<file path="config.mk">
export PLATFORM = sky130hd
export DESIGN_NAME = ddr3_app_arbiter_flat
export DESIGN_NICKNAME = d
export VERILOG_FILES = /design/src/rtl/ddr3_app_arbiter_if.sv /design/src/rtl/ddr3_app_arbiter.sv /design/src/flat_wrapper.sv
export SDC_FILE = /design/constraint.sdc
export NUM_CORES = 1
export LEC_CHECK = 0
export CAP_MARGIN = 20
export CORE_MARGIN = 1
export CORE_UTILIZATION = 47
export CTS_CLUSTER_SIZE = 28
export DETAILED_ROUTE_END_ITERATION = 16
export GPL_TIMING_DRIVEN = 0
export PLACE_DENSITY = 0.88
export SLEW_MARGIN = 30
export SYNTH_ARGS = -nofsm -noshare
export SYNTH_HDL_FRONTEND = slang
export SYNTH_SLANG_ARGS = --single-unit
</file>
<file path="constraint.sdc">
create_clock -name clk -period 5.6 [get_ports clk]
set_input_delay 0.56 -clock clk [delete_from_list [all_inputs] [get_ports clk]]
set_output_delay 0.56 -clock clk [all_outputs]
set_load 0.005 [all_outputs]
</file>
<file path="src/rtl/ddr3_app_arbiter_if.sv">
// Bundles the requester-facing and MIG app-facing signals of the DDR3 app arbiter.
// slave: the arbiter's view. master: the environment's view (engines plus MIG).
interface ddr3_app_arbiter_if #(
    parameter int pADDR_WIDTH   = 30,
    parameter int pMAX_RD_OUTST = 32
);
    localparam int OUT_W = $clog2(pMAX_RD_OUTST + 1);

    logic                   init_calib_complete;
    // write requester
    logic                   wr_req;
    logic [pADDR_WIDTH-1:0] wr_addr;
    logic [63:0]            wr_data;
    logic                   wr_ack;
    // read requester
    logic                   rd_req;
    logic [pADDR_WIDTH-1:0] rd_addr;
    logic                   rd_ack;
    logic [63:0]            rd_resp_data;
    logic                   rd_resp_valid;
    logic [OUT_W-1:0]       rd_outstanding;
    logic                   proto_error;
    // MIG command / write data
    logic [pADDR_WIDTH-1:0] app_addr;
    logic [2:0]             app_cmd;
    logic                   app_en;
    logic [31:0]            app_wdf_data;
    logic                   app_wdf_end;
    logic                   app_wdf_wren;
    logic                   app_rdy;
    logic                   app_wdf_rdy;
    // MIG read return
    logic [31:0]            app_rd_data;
    logic                   app_rd_data_valid;
    logic                   app_rd_data_end;

    modport slave (
        input  init_calib_complete,
        input  wr_req, wr_addr, wr_data,
        output wr_ack,
        input  rd_req, rd_addr,
        output rd_ack, rd_resp_data, rd_resp_valid, rd_outstanding, proto_error,
        output app_addr, app_cmd, app_en, app_wdf_data, app_wdf_end, app_wdf_wren,
        input  app_rdy, app_wdf_rdy,
        input  app_rd_data, app_rd_data_valid, app_rd_data_end
    );

    modport master (
        output init_calib_complete,
        output wr_req, wr_addr, wr_data,
        input  wr_ack,
        output rd_req, rd_addr,
        input  rd_ack, rd_resp_data, rd_resp_valid, rd_outstanding, proto_error,
        input  app_addr, app_cmd, app_en, app_wdf_data, app_wdf_end, app_wdf_wren,
        output app_rdy, app_wdf_rdy,
        output app_rd_data, app_rd_data_valid, app_rd_data_end
    );
endinterface

</file>
<file path="src/rtl/ddr3_app_arbiter.sv">
// Shares the MIG app port between a write requester and a read requester.
// Each 64-bit word goes out as two 32-bit wdf beats and comes back as two rd_data
// beats; this block frames both directions, arbitrates with a bounded burst
// length, and caps the number of reads in flight.
module ddr3_app_arbiter #(
    parameter int pADDR_WIDTH   = 30,
    parameter int pMAX_BURST    = 16,
    parameter int pMAX_RD_OUTST = 32
) (
    input logic              clk,
    input logic              rst_n,
    ddr3_app_arbiter_if.slave bus
);
    localparam int OUT_W   = $clog2(pMAX_RD_OUTST + 1);
    localparam int BURST_W = $clog2(pMAX_BURST + 1);

    localparam logic [OUT_W-1:0]       OUT_MAX   = OUT_W'(pMAX_RD_OUTST);
    localparam logic [OUT_W-1:0]       OUT_ONE   = OUT_W'(1);
    localparam logic [BURST_W-1:0]     BURST_MAX = BURST_W'(pMAX_BURST);
    localparam logic [BURST_W-1:0]     BURST_ONE = BURST_W'(1);
    // word aligned: low three byte-address bits are always issued as zero
    localparam logic [pADDR_WIDTH-1:0] ADDR_MASK = ~pADDR_WIDTH'(7);
    localparam logic [2:0]             CMD_WR    = 3'b000;
    localparam logic [2:0]             CMD_RD    = 3'b001;

    typedef enum logic [1:0] {IDLE, WR0, WR1, RD} state_e;

    state_e                 state_q, state_d;
    logic                   last_wr_q, last_wr_d;   // 1 = last completed grant was a write
    logic [BURST_W-1:0]     burst_q, burst_d;
    logic [pADDR_WIDTH-1:0] app_addr_q, app_addr_d;
    logic [2:0]             app_cmd_q, app_cmd_d;
    logic                   app_en_q, app_en_d;
    logic [31:0]            wdf_data_q, wdf_data_d;
    logic                   wdf_end_q, wdf_end_d;
    logic                   wdf_wren_q, wdf_wren_d;
    logic [OUT_W-1:0]       outst_q, outst_d;
    logic                   lo_held_q, lo_held_d;
    logic [31:0]            lo_data_q, lo_data_d;
    logic [63:0]            resp_data_q, resp_data_d;
    logic                   resp_valid_q, resp_valid_d;
    logic                   err_q, err_d;

    logic wr_ack, rd_ack;
    logic cand_w, cand_r, grant_w, grant_r;
    logic ret_dec, ret_err;

    // Arbitration, beat framing and grant bookkeeping. App outputs are registered
    // so they reflect the state being entered.
    always_comb begin
        state_d    = state_q;
        last_wr_d  = last_wr_q;
        burst_d    = burst_q;
        app_addr_d = app_addr_q;
        app_cmd_d  = app_cmd_q;
        app_en_d   = app_en_q;
        wdf_data_d = wdf_data_q;
        wdf_end_d  = wdf_end_q;
        wdf_wren_d = wdf_wren_q;
        wr_ack     = 1'b0;
        rd_ack     = 1'b0;
        grant_w    = 1'b0;
        grant_r    = 1'b0;
        cand_w     = bus.wr_req;
        cand_r     = bus.rd_req && (outst_q < OUT_MAX);

        case (state_q)
            IDLE: begin
                if (bus.init_calib_complete) begin
                    if (cand_w && cand_r) begin
                        // a side that has used its full burst yields to the other
                        if (burst_q == BURST_MAX && last_wr_q) grant_r = 1'b1;
                        else                                  grant_w = 1'b1;
                    end else begin
                        grant_w = cand_w;
                        grant_r = cand_r;
                    end
                end
                if (grant_w) begin
                    state_d    = WR0;
                    app_en_d   = 1'b1;
                    wdf_wren_d = 1'b1;
                    app_cmd_d  = CMD_WR;
                    app_addr_d = bus.wr_addr & ADDR_MASK;
                    wdf_data_d = bus.wr_data[31:0];
                    wdf_end_d  = 1'b0;
                end else if (grant_r) begin
                    state_d    = RD;
                    app_en_d   = 1'b1;
                    wdf_wren_d = 1'b0;
                    app_cmd_d  = CMD_RD;
                    app_addr_d = bus.rd_addr & ADDR_MASK;
                end
            end
            WR0: begin
                if (bus.app_rdy && bus.app_wdf_rdy) begin
                    state_d    = WR1;
                    wdf_data_d = bus.wr_data[63:32];
                    wdf_end_d  = 1'b1;
                end
            end
            WR1: begin
                if (bus.app_rdy && bus.app_wdf_rdy) begin
                    wr_ack     = 1'b1;
                    state_d    = IDLE;
                    app_en_d   = 1'b0;
                    wdf_wren_d = 1'b0;
                    wdf_end_d  = 1'b0;
                end
            end
            RD: begin
                if (bus.app_rdy) begin
                    rd_ack   = 1'b1;
                    state_d  = IDLE;
                    app_en_d = 1'b0;
                end
            end
            default: state_d = IDLE;
        endcase

        // burst length counts completed grants on the current side
        if (wr_ack || rd_ack) begin
            last_wr_d = wr_ack;
            if (last_wr_q != wr_ack)     burst_d = BURST_ONE;
            else if (burst_q != BURST_MAX) burst_d = burst_q + BURST_ONE;
        end
    end

    // Read-return reassembly, outstanding count and sticky protocol error.
    always_comb begin
        lo_held_d    = lo_held_q;
        lo_data_d    = lo_data_q;
        resp_data_d  = resp_data_q;
        resp_valid_d = 1'b0;
        ret_dec      = 1'b0;
        ret_err      = 1'b0;
        outst_d      = outst_q;

        if (bus.app_rd_data_valid) begin
            if (!bus.app_rd_data_end) begin
                // a second low half overwrites the first but is still an error
                ret_err   = lo_held_q;
                lo_held_d = 1'b1;
                lo_data_d = bus.app_rd_data;
            end else if (!lo_held_q) begin
                ret_err = 1'b1;
            end else begin
                lo_held_d    = 1'b0;
                resp_valid_d = 1'b1;
                resp_data_d  = {bus.app_rd_data, lo_data_q};
                if (outst_q == '0) ret_err = 1'b1;
                else               ret_dec = 1'b1;
            end
        end

        // issue and return in the same cycle cancel out
        if (rd_ack && !ret_dec)      outst_d = outst_q + OUT_ONE;
        else if (!rd_ack && ret_dec) outst_d = outst_q - OUT_ONE;

        err_d = err_q | ret_err;
    end

    // State and datapath registers; reset aborts any transfer in progress.
    always_ff @(posedge clk or negedge rst_n) begin
        if (!rst_n) begin
            state_q      <= IDLE;
            last_wr_q    <= 1'b0;
            burst_q      <= '0;
            app_addr_q   <= '0;
            app_cmd_q    <= '0;
            app_en_q     <= 1'b0;
            wdf_data_q   <= '0;
            wdf_end_q    <= 1'b0;
            wdf_wren_q   <= 1'b0;
            outst_q      <= '0;
            lo_held_q    <= 1'b0;
            lo_data_q    <= '0;
            resp_data_q  <= '0;
            resp_valid_q <= 1'b0;
            err_q        <= 1'b0;
        end else begin
            state_q      <= state_d;
            last_wr_q    <= last_wr_d;
            burst_q      <= burst_d;
            app_addr_q   <= app_addr_d;
            app_cmd_q    <= app_cmd_d;
            app_en_q     <= app_en_d;
            wdf_data_q   <= wdf_data_d;
            wdf_end_q    <= wdf_end_d;
            wdf_wren_q   <= wdf_wren_d;
            outst_q      <= outst_d;
            lo_held_q    <= lo_held_d;
            lo_data_q    <= lo_data_d;
            resp_data_q  <= resp_data_d;
            resp_valid_q <= resp_valid_d;
            err_q        <= err_d;
        end
    end

    assign bus.wr_ack         = wr_ack;
    assign bus.rd_ack         = rd_ack;
    assign bus.rd_resp_data   = resp_data_q;
    assign bus.rd_resp_valid  = resp_valid_q;
    assign bus.rd_outstanding = outst_q;
    assign bus.proto_error    = err_q;
    assign bus.app_addr       = app_addr_q;
    assign bus.app_cmd        = app_cmd_q;
    assign bus.app_en         = app_en_q;
    assign bus.app_wdf_data   = wdf_data_q;
    assign bus.app_wdf_end    = wdf_end_q;
    assign bus.app_wdf_wren   = wdf_wren_q;
endmodule

</file>
<file path="src/flat_wrapper.sv">
// flat-port wrapper written by rule: the top's interface ports become plain ports
module ddr3_app_arbiter_flat 
#(
    parameter int pADDR_WIDTH   = 30,
    parameter int pMAX_BURST    = 16,
    parameter int pMAX_RD_OUTST = 32
)
  (clk, rst_n, bus_init_calib_complete, bus_wr_req, bus_wr_addr, bus_wr_data, bus_wr_ack, bus_rd_req, bus_rd_addr, bus_rd_ack, bus_rd_resp_data, bus_rd_resp_valid, bus_rd_outstanding, bus_proto_error, bus_app_addr, bus_app_cmd, bus_app_en, bus_app_wdf_data, bus_app_wdf_end, bus_app_wdf_wren, bus_app_rdy, bus_app_wdf_rdy, bus_app_rd_data, bus_app_rd_data_valid, bus_app_rd_data_end);
  ddr3_app_arbiter_if #(.pADDR_WIDTH(pADDR_WIDTH), .pMAX_RD_OUTST(pMAX_RD_OUTST)) bus_i ();
  input logic clk;
  input logic rst_n;
  input wire logic [$bits(bus_i.init_calib_complete)-1:0] bus_init_calib_complete;
  input wire logic [$bits(bus_i.wr_req)-1:0] bus_wr_req;
  input wire logic [$bits(bus_i.wr_addr)-1:0] bus_wr_addr;
  input wire logic [$bits(bus_i.wr_data)-1:0] bus_wr_data;
  output wire logic [$bits(bus_i.wr_ack)-1:0] bus_wr_ack;
  input wire logic [$bits(bus_i.rd_req)-1:0] bus_rd_req;
  input wire logic [$bits(bus_i.rd_addr)-1:0] bus_rd_addr;
  output wire logic [$bits(bus_i.rd_ack)-1:0] bus_rd_ack;
  output wire logic [$bits(bus_i.rd_resp_data)-1:0] bus_rd_resp_data;
  output wire logic [$bits(bus_i.rd_resp_valid)-1:0] bus_rd_resp_valid;
  output wire logic [$bits(bus_i.rd_outstanding)-1:0] bus_rd_outstanding;
  output wire logic [$bits(bus_i.proto_error)-1:0] bus_proto_error;
  output wire logic [$bits(bus_i.app_addr)-1:0] bus_app_addr;
  output wire logic [$bits(bus_i.app_cmd)-1:0] bus_app_cmd;
  output wire logic [$bits(bus_i.app_en)-1:0] bus_app_en;
  output wire logic [$bits(bus_i.app_wdf_data)-1:0] bus_app_wdf_data;
  output wire logic [$bits(bus_i.app_wdf_end)-1:0] bus_app_wdf_end;
  output wire logic [$bits(bus_i.app_wdf_wren)-1:0] bus_app_wdf_wren;
  input wire logic [$bits(bus_i.app_rdy)-1:0] bus_app_rdy;
  input wire logic [$bits(bus_i.app_wdf_rdy)-1:0] bus_app_wdf_rdy;
  input wire logic [$bits(bus_i.app_rd_data)-1:0] bus_app_rd_data;
  input wire logic [$bits(bus_i.app_rd_data_valid)-1:0] bus_app_rd_data_valid;
  input wire logic [$bits(bus_i.app_rd_data_end)-1:0] bus_app_rd_data_end;
  assign bus_i.init_calib_complete = bus_init_calib_complete;
  assign bus_i.wr_req = bus_wr_req;
  assign bus_i.wr_addr = bus_wr_addr;
  assign bus_i.wr_data = bus_wr_data;
  assign bus_wr_ack = bus_i.wr_ack;
  assign bus_i.rd_req = bus_rd_req;
  assign bus_i.rd_addr = bus_rd_addr;
  assign bus_rd_ack = bus_i.rd_ack;
  assign bus_rd_resp_data = bus_i.rd_resp_data;
  assign bus_rd_resp_valid = bus_i.rd_resp_valid;
  assign bus_rd_outstanding = bus_i.rd_outstanding;
  assign bus_proto_error = bus_i.proto_error;
  assign bus_app_addr = bus_i.app_addr;
  assign bus_app_cmd = bus_i.app_cmd;
  assign bus_app_en = bus_i.app_en;
  assign bus_app_wdf_data = bus_i.app_wdf_data;
  assign bus_app_wdf_end = bus_i.app_wdf_end;
  assign bus_app_wdf_wren = bus_i.app_wdf_wren;
  assign bus_i.app_rdy = bus_app_rdy;
  assign bus_i.app_wdf_rdy = bus_app_wdf_rdy;
  assign bus_i.app_rd_data = bus_app_rd_data;
  assign bus_i.app_rd_data_valid = bus_app_rd_data_valid;
  assign bus_i.app_rd_data_end = bus_app_rd_data_end;
  ddr3_app_arbiter #(.pADDR_WIDTH(pADDR_WIDTH), .pMAX_BURST(pMAX_BURST), .pMAX_RD_OUTST(pMAX_RD_OUTST)) u_core (.clk(clk), .rst_n(rst_n), .bus(bus_i));
endmodule
</file>
# ---- Word level (Yosys, flattened, before mapping)
# Index checks and enable logic that the tools add are counted.
dict set report word_totals {
  output_inout_bits 142
  regBits 181
}
dict set report op_classes {
  reduce_logical 27
  n_mux 52
  addsub 3
  bitwise 2
  order_cmp 1
  n_eq_ne 11
}
# op count
set op_table {}
lappend op_table {{32-bit two-way mux} 2}
lappend op_table {{32-bit case mux with 2 select lines} 1}
lappend op_table {{30-bit two-way mux} 2}
lappend op_table {{1-bit two-way mux} 32}
lappend op_table {{6-bit two-way mux} 2}
lappend op_table {{4-bit AND reduction} 3}
lappend op_table {{2-bit two-way mux} 5}
lappend op_table {{5-bit two-way mux} 2}
lappend op_table {{2-bit nonzero test} 5}
lappend op_table {{3-bit AND reduction} 3}
lappend op_table {{2-bit case mux with 4 select lines} 1}
lappend op_table {{6-bit by 1-bit adder with 6-bit output, second input constant} 1}
lappend op_table {{1-bit logical AND} 6}
lappend op_table {{6-bit logical NOT} 1}
lappend op_table {{6-bit less-than comparator, second input constant} 1}
lappend op_table {{3-bit two-way mux} 2}
lappend op_table {{2-bit by 1-bit != test with 1-bit output, second input constant} 3}
lappend op_table {{1-bit case mux with 3 select lines} 2}
lappend op_table {{2-bit AND reduction} 3}
lappend op_table {{3-bit nonzero test} 2}
lappend op_table {{6-bit by 1-bit subtractor with 6-bit output, second input constant} 1}
lappend op_table {{5-bit by 1-bit adder with 5-bit output, second input constant} 1}
lappend op_table {{5-bit equality test, second input constant} 1}
lappend op_table {{5-bit != test, second input constant} 1}
lappend op_table {{other kinds (11)} 13}

# ---- Longest topological paths before layout
# Gate-level depths: netlist (run 1).
dict set report logic_depth {
  word_depth 9
  mapped_depth 12
  mapped_depth_nobuf 11
}

# ---- Worst setup path after synthesis (run 1)
# OpenSTA, ideal clock, no wires.
dict set report synth_timing {
  path_kind {in2reg}
  from {input bus_app_rd_data_end}
  to {register u_core.outst_q[5] (netlist: u_core.bus.rd_outstanding[5])}
  stages 12
  t_arrival_ns 2.595
  path_buffers 1
  setup_ns 0.079
  slack_ns 2.926
  cell_sequence {nand3_1 -> inv_1 -> clkbuf_1 -> nand2_1 -> ha_1 -> inv_1 -> ha_1 -> a211oi_1 -> a21oi_1 -> or3_1 -> a21oi_1 -> xor2_1}
}
dict set report synth_between {
  elab_chain_cells 5
}
# item line_no
set synth_rtl {}
lappend synth_rtl {{from (decl)} flat_wrapper.sv:34} ;# input wire logic [$bits(bus_i.app_rd_data_end)-1:0] bus_app_rd_data_end;
lappend synth_rtl {{1-bit two-way mux *} ddr3_app_arbiter.sv:140} ;# if (!bus.app_rd_data_end) begin
lappend synth_rtl {{1-bit two-way mux *} ddr3_app_arbiter.sv:139} ;# if (bus.app_rd_data_valid) begin
lappend synth_rtl {{1-bit logical NOT} ddr3_app_arbiter.sv:157} ;# if (rd_ack && !ret_dec) outst_d = outst_q + OUT_ONE;
lappend synth_rtl {{1-bit logical AND} ddr3_app_arbiter.sv:157}
lappend synth_rtl {{6-bit two-way mux or 2-bit nonzero test (tied branches)} n/a}
lappend synth_rtl {{to (signal assigned)} ddr3_app_arbiter.sv:191} ;# outst_q <= outst_d;
lappend synth_rtl {{to (decl)} ddr3_app_arbiter.sv:37} ;# logic [OUT_W-1:0] outst_q, outst_d;
# Every way passes the cells marked *; elsewhere a longest branch is shown, timed or not.
# A chain may end at the register's enable or synchronous reset.

# ---- Worst setup path after layout (run 1)
dict set report layout_timing {
  from {input bus_app_rd_data_valid}
  to {register u_core.outst_q[5] (netlist: u_core.bus.rd_outstanding[5])}
}
dict set report layout_between {
  elab_chain_cells 4
}
# item line_no
set layout_rtl {}
lappend layout_rtl {{from (decl)} flat_wrapper.sv:33} ;# input wire logic [$bits(bus_i.app_rd_data_valid)-1:0] bus_app_rd_data_valid;
lappend layout_rtl {{1-bit two-way mux *} ddr3_app_arbiter.sv:139}
lappend layout_rtl {{1-bit logical NOT} ddr3_app_arbiter.sv:157}
lappend layout_rtl {{1-bit logical AND} ddr3_app_arbiter.sv:157}
lappend layout_rtl {{6-bit two-way mux or 2-bit nonzero test (tied branches)} n/a}
# Marks and branches as above.

==> results of run 1 <==
==> worst max-delay path by stage <==
stage | start | to | slack, ns | depth (start not counted)
2_1_floorplan | bus_app_rd_data_end | u_core.bus.rd_outstanding[5] | 2.93 | 12
6_report | bus_app_rd_data_valid | u_core.bus.rd_outstanding[5] | 2.30 | 13
4_1_cts | bus_app_rd_data_valid | u_core.bus.rd_outstanding[5] | 2.29 | 13
3_5_place_dp | bus_app_rd_data_valid | u_core.bus.rd_outstanding[5] | 1.87 | 13
3_3_place_gp | rst_n | u_core.bus.app_wdf_data[8] | -3.20 | 1
5_1_grt | bus_app_rd_data_valid | u_core.bus.rd_outstanding[5] | 2.05 | 13
==> cell type report <==
cell class	instances	area, um2	area share
well taps	216	270.3	0.02323
flip-flops and latches	176	4404	0.3786
plain buffers	45	284.0	0.02442
multi-input cells	507	3005	0.2584
clock buffers	18	439.2	0.03775
repair buffers	298	3023	0.2599
inverters	12	45.04	0.003872
clock inverters	14	161.4	0.01388
==> cell usage in the layout, fill, tap and decap left out, types with 9 or more instances in the layout <==
cell type        count
buf_4                9
clkbuf_16           17
inv_1               12
nand2_1            267
o21ai_1             15
mux2_2              30
o21ai_0             31
o21ai_2             28
clkdlybuf4s50_1    294
a21oi_1             13
dfrtp_1            176
mux2i_1             60
clkbuf_1            17
buf_2               10
==> state kept, by name, summed over array words and instances, names as in the netlist, 2 cells and up <==
signal,cells
u_core.bus.rd_resp_data,64
u_core.lo_data_q,32
u_core.burst_q,5
u_core.bus.rd_outstanding,6
u_core.state_q,2
u_core.bus.app_wdf_data,32
u_core.bus.app_addr,27
==> tightest hold or removal path, stage by stage, from the launching register on <==
cell	delay, ns
dfrtp_1	0.34
nand2_1	0.05
nand2_1	0.04
==> power by group <==
group / switching (W) / internal, W
clock network: 0.000550 / 0.000648
registers: 0.000239 / 0.00166
logic: 0.000842 / 0.00110
==> logic make-up (layout without fill, tap and decap cells) <==
kind of cell | after synthesis | count (layout) | share of synthesized area
simple gates | 295 | 295 | 0.1515
flops | 176 | 176 | 0.5702
compound gates | 100 | 100 | 0.08845
mux | 92 | 92 | 0.1244
buf+inv | 57 | 387 | 0.04260
fa+ha+maj | 9 | 9 | 0.01555
xor+xnor | 6 | 6 | 0.006805
other cells | 1 | 5 | 0.0004855
==> what timing repair did <==
item	4_1_cts	5_1_grt
buffers inserted	0	0
hold buffers	1	0
hold endpoints to repair	35	0
gates resized for setup	0	0
==> stage by stage <==
| step | setup slack (ns) | total power (W) | std cells |
|---|---|---|---|
| floorplan | 2.926 | 0.002800 | 740 |
| global placement | -3.198 | 0.003786 | 1251 |
| detailed placement | 1.865 | 0.003876 | 1253 |
| CTS | 2.287 | 0.005089 | 1286 |
| global route | 2.053 | 0.005354 | 1286 |
| finish | 2.297 | 0.005039 | 1286 |
==> per-layer routing <==
metal	track usage	vias up	part of all wire
met4	0.1259	0	0.034
met2	0.4337	227	0.51
met5	0	-	0
met3	0.06519	52	0.070
li1	-	3072	-
met1	0.2797	2995	0.39
==> summary.md, run 1 <==
| Metric | Value |
|---|---|
| Worst Clk Skew | 0.007045 ns |
| Maxcap violations | 0 |
| Top-count cell post-synth | nand2_1 |
| Reg2Reg Launch Point | u_core.lo_held_q |
| DRT antenna net count | 0 |
| H-tree depth | 4 |
| DP Area | 11020 um2 |
| WL/cell | 16.16 um |
| Die extent in x | 130.2 um |
| N_diodes | 0 |
| Synth cell types | 46 |
| Syn Inst Count | 736 |
| Initial Util | 0.4845 |
| GRT overflow | 0 |
| Worst Tran Pin Value | 0.7284 ns |
| Fraction of layout cells with a size suffix above 1 | 0.1178 |
| Critical-path cell list | clkdlybuf4s50_1, nand3_1, inv_1, clkbuf_1, nand2_1, ha_1, inv_1, ha_1, a211oi_1, a21oi_1, or3_1, a21oi_1, xor2_1 |
| CP Data Arrival Time | 3.65 ns |
| Vias in the first global route | 6289 |
| Avg Cell Area, Syn | 10.49 um2 |
| Reg clk slew, reported paths | 0.07 ns |
| Vias per std cell | 4.935 |
| Crit path required time | 5.95 ns |
| Synth area leader | dfrtp_1 |
| First-pass GRT wire length | 31950 um |
| Final Instance Area | 11630 um2 |
| Setup CP Type | in2reg |
| Hold Crit Class | reg2reg |
| Final Hold Violating Endpoints | 0 |
| Maximum vdd drop | 223.4 uV |
| Hold_ws | 0.4613 ns |
| EDFF count, synth | 0 |
| Clock Path Buffers | 2 |
| Synth warn | 0 |
| # IOs | 307 |
| CP Capture Type | flip-flop |
| # fillers | 1110 |
| Max Clock Freq | 0.3027 GHz |
| Clock period minus worst slack | 3.303 ns |
| Reg2reg setup slack | 2.61 ns |
| Quantity of I/O buffers inserted on ports | 295 |
| Reg2reg path depth | 12 |
| Post-synthesis cell area | 7724 um2 |
| Fin nets | 1231 |
| Layout area overhead | 50.61% |
| Die footprint | 16950 um2 |
| Gpl congestion | 0.8239 |
| HP Start | u_core.lo_data_q[29] |
| Final Setup Violations | 0 |
| Total CTS buffers | 17 |
| Largest net degree at the start of global routing | 85 |
| First-pass DRT Iterations | 4 |
| Pwr/cell area | 433.2 nW/um2 |
| Worst hold endpoint | u_core.bus.rd_resp_data[29] |
| Final wirelength | 20780 um |
| Reg-to-Reg End | u_core.bus.rd_outstanding[5] |
| Sequential element share of the synthesized area | 0.5702 |
| Largest cells by area after synthesis | dfrtp_1 (57%), nand2_1 (13%), mux2i_1 (7.8%) |
| Gr usage total | 0.2482 |
| Rows | 46 |
| Status | completed |
| Critical path's top delay family | buffers and inverters |
| Chip height | 130.2 um |
| Most frequent cells after synthesis | nand2_1 (267), dfrtp_1 (176), mux2i_1 (60) |
| CTS tree | done |
| WHS Path Cells | 2 |
| Initial DRC Count | 242 |
| Setup TNS | 0 ns |
| Worst slew margin relative to its limit | 0.5144 |
| Critical Path Slowest Stage Cell | clkdlybuf4s50_1 |
| WP buf/inv | 4 |
| FFs w/ async S/R, synth | 1.000 |
| Post-layout util | 0.7296 |
| Worst path max stage delay | 0.53 ns |
| Residual DRC | 0 |
| CORE AREA | 15940 um2 |
| Ys flop type | dfrtp_1 |
| Top-area cell type share of the netlist area | 0.5702 |
| DR vias | 6346 |
| Final max-slew violation count | 0 |
| Crit path max fanout | 10 |
| Leakage | 5.339 nW |
| Detail Placement HPWL | 15830 um |
| Sink Count | 176 |
| Clock root buffer | clkbuf_16 |
| Skew-Pair Late Insertion Delay | 0.43 ns |
| Period Utilization, post-route | 0.5899 |
| Initial antenna violation count | 0 |
| Yosys reg bits | 176 |
| Crit path launch type | primary input |
| RSZ-0062 raised after global routing | no |
Note: power is estimated with default switching activity, not from simulation.
==> inputs of run 2 (changes only) <==
--- a/config.mk
+++ b/config.mk
@@ -7,11 +7,11 @@
 export LEC_CHECK = 0
 export CAP_MARGIN = 20
 export CORE_MARGIN = 1
-export CORE_UTILIZATION = 47
+export CORE_UTILIZATION = 44
 export CTS_CLUSTER_SIZE = 28
 export DETAILED_ROUTE_END_ITERATION = 16
 export GPL_TIMING_DRIVEN = 0
-export PLACE_DENSITY = 0.88
+export PLACE_DENSITY = 0.83
 export SLEW_MARGIN = 30
 export SYNTH_ARGS = -nofsm -noshare
 export SYNTH_HDL_FRONTEND = slang
==> constraint.sdc (replaced) <==
create_clock -name clk -period 3.2 [get_ports clk]
set_input_delay 0.32 -clock clk [delete_from_list [all_inputs] [get_ports clk]]
set_output_delay 0.32 -clock clk [all_outputs]
set_load 0.005 [all_outputs]
==> run 2 against run 1 <==
  * Final cell count grew 0.62%
  * Critical path type unchanged
  * Global-route usage down 2.1 points
  * Core utilization decreased by 5.6 points
  * Critical path depth down 1
  * Die area is 6.7% higher
  * Critical endpoint unchanged
  * Combinational power is 74% higher
  * Worst hold slack worse by 0.16 ns
  * Clock skew is 0.0092 ns higher
  * Highest routed layer unchanged
  * Wire length down 3.3%
  * Register-to-register slack worse by 2.2 ns
  * Non-clock buffer count is 1 lower
==> summary.md, run 2 (synthesis gave the netlist of run 1 again) <==
| Metric | Value |
|---|---|
| Status | completed (unchanged) |
| Post-Layout Cell Count | 1294 (was 1286) |
| Skew-Pair Late Insertion Delay | 0.43 ns (about the same) |
| Final wirelength | 20090 um (was 20780 um) |
| Total CTS buffers | 17 (unchanged) |
| CTS tree | done (unchanged) |
| Chip height | 134.5 um (was 130.2 um) |
| GRT overflow | 0 (unchanged) |
| CORE AREA | 17240 um2 (was 15940 um2) |
| Residual DRC | 0 (unchanged) |
| Crit path launch type | primary input (unchanged) |
| First-pass GRT wire length | 31860 um (was 31950 um) |
| CP Capture Type | flip-flop (unchanged) |
| N_diodes | 0 (unchanged) |
| Maximum vdd drop | 427.8 uV (was 223.4 uV) |
| Reg clk slew, reported paths | 0.07 ns (about the same) |
| Commonest non-fill, non-tap cell in the layout | clkdlybuf4s50_1 (unchanged) |
| First-pass DRT Iterations | 4 (unchanged) |
| Worst slew margin relative to its limit | 0.5090 (was 0.5144) |
| Gpl congestion | 0.8046 (was 0.8239) |
| RSZ-0062 raised after global routing | no (unchanged) |
| CTS resizes | 0 (unchanged) |
| Clock period minus worst slack | 2.859 ns |
| Largest net degree at the start of global routing | 87 (was 85) |
| Leakage | 5.333 nW (was 5.339 nW) |
| Die extent in x | 134.5 um (was 130.2 um) |
| Critical Path Slowest Stage Cell | clkdlybuf4s50_1 (unchanged) |
| Final max-slew violation count | 0 (unchanged) |
| Top Layer Used | met4 (unchanged) |
| Die footprint | 18090 um2 (was 16950 um2) |
| DRT antenna net count | 0 (unchanged) |
| Crit path required time | 3.55 ns (was 5.95 ns) |
| Most frequent cells in the layout | clkdlybuf4s50_1 (294), nand2_1 (267), dfrtp_1 (176) (unchanged) |
| Setup TNS | 0 ns (unchanged) |
| Placed cell count | 1262 (was 1253) |
| WL met2 | 9927 um (was 10590 um) |
| WL met1 | 8368 um (was 8031 um) |
| Rows | 48 (was 46) |
| Routed length on met3 | 1274 um (was 1463 um) |
| Max reg flops | 64 (unchanged) |
| Clock Path Buffers | 2 (unchanged) |
| Max Clock Freq | 0.3497 GHz |
| Setup CP Type | in2reg (unchanged) |
| Maxcap violations | 0 (unchanged) |
| Worst Tran Pin Value | 0.7365 ns (was 0.7284 ns) |
| Critical-path cell list | clkdlybuf4s50_1, nand3_1, inv_1, nand2_1, ha_1, inv_1, ha_1, a211oi_1, a21oi_1, or3_1, a21oi_1, xor2_1 (was clkdlybuf4s50_1, nand3_1, inv_1, clkbuf_1, nand2_1, ha_1, inv_1, ha_1, a211oi_1, a21oi_1, or3_1, a21oi_1, xor2_1) |
| Hold Crit Class | in2async (was reg2reg) |
| Sink Count | 176 (unchanged) |
| CP Data Arrival Time | 3.21 ns (was 3.65 ns) |
| Clock root buffer | clkbuf_16 (unchanged) |
| Worst Clk Skew | 0.01623 ns (was 0.007045 ns) |
| Initial antenna violation count | 0 (unchanged) |
| Pwr/cell area | 749.6 nW/um2 (was 433.2 nW/um2) |
| Fraction of layout cells with a size suffix above 1 | 0.1169 (was 0.1178) |
| Worst path max stage delay | 0.53 ns (about the same) |
| Vias per std cell | 4.869 (was 4.935) |
| Final Hold Violating Endpoints | 0 (unchanged) |
| Vias in the first global route | 6304 (was 6289) |
| Final Setup Violations | 0 (unchanged) |
| DR vias | 6300 (was 6346) |
| Initial DRC Count | 248 (was 242) |
| Postcts setup bufs | 0 (unchanged) |
| # IOs | 307 (unchanged) |
| Period Utilization, post-route | 0.8936 |
| Quantity of I/O buffers inserted on ports | 295 (unchanged) |
| WL/cell | 15.52 um (was 16.16 um) |
| Crit path max fanout | 12 (was 10) |
| Detail Placement HPWL | 15320 um (was 15830 um) |
| Initial Util | 0.4481 (was 0.4845) |
| Gr usage total | 0.2274 (was 0.2482) |
| H-tree depth | 4 (unchanged) |
| Fin nets | 1230 (was 1231) |
| Layout area overhead | 50.32% (was 50.61%) |
-- run 2: changes by cell type in the layout (fill, tap and decap cells not counted), moves of 2 or more --
cell	before	now
inv_8	2	6
clkinv_4	1	4
clkinvlp_4	2	0
inv_6	6	2
-- run 2: layout make-up --
class,instances,area [um2]
clock inverter,14,141.4
timing repair buffer,298,3023
multi-input combinational,507,3005
tap,225,281.5
fill,1330,5627
inverter,12,45.04
buffer,44,280.3
sequential,176,4404
clock buffer,18,429.2
-- run 2: per-layer routing --
metal | GRT usage | up-vias
li1 | - | 3070
met1 | 0.2769 | 2983
met2 | 0.3903 | 214
met3 | 0.05556 | 33
met4 | 0.08614 | 0
met5 | 0 | -
-- run 2: worst max-delay path: cells and delay by family --
kind            cells  cell delay (ns)
compound gates      3             0.54
xor+xnor            1             0.15
fa+ha+maj           2             0.54
buf+inv             3             1.09
simple gates        3             0.55
-- run 2: power breakdown --
group | switching (W) | total, W | leakage (nW) | internal [W]
clock network | 0.000973 | 0.00201 | 0.283 | 0.00104
logic | 0.00144 | 0.00337 | 2.89 | 0.00192
registers | 0.000413 | 0.00332 | 2.16 | 0.00291
total | 0.00283 | 0.00870 | 5.33 | 0.00587
-- run 2: metrics by stage --
step                      total power, W  utilization  area, um2  setup slack (ns)  hold WS [ns]
after global placement          0.006638       0.6366      10970            -5.453        0.4384
after detailed placement        0.006760       0.6401      11030           -0.3012        0.1596
after floorplan                 0.004901            -       7739            0.7281       0.02441
after global routing            0.009269       0.6736      11610            0.1557        0.3114
final                           0.008703       0.6736      11610            0.3405        0.3040
after CTS                       0.008803       0.6738      11610            0.1274        0.2920
-- run 2: path summary, 6_finish.rpt --
kind / startpoint / to / slack, ns / cells after the start
max: bus_app_rd_data_valid / u_core.bus.rd_outstanding[5] / 0.34 / 12
min: rst_n / u_core.bus.rd_resp_data[43] / 0.30 / 2
max reg2reg: u_core.lo_held_q / u_core.bus.rd_outstanding[5] / 0.41 / 11
min reg2reg: u_core.lo_data_q[29] / u_core.bus.rd_resp_data[29] / 0.46 / 2
max in group asynchronous: rst_n / u_core.bus.app_wdf_data[14] / 1.88 / 4
min in group clk: bus_app_rd_data[23] / u_core.bus.rd_resp_data[55] / 0.43 / 3
-- run 2: what timing repair did --
action	4_1_cts	5_1_grt
hold buffers	1	0
hold endpoints to repair	19	0
endpoints found under the setup margin	0	1
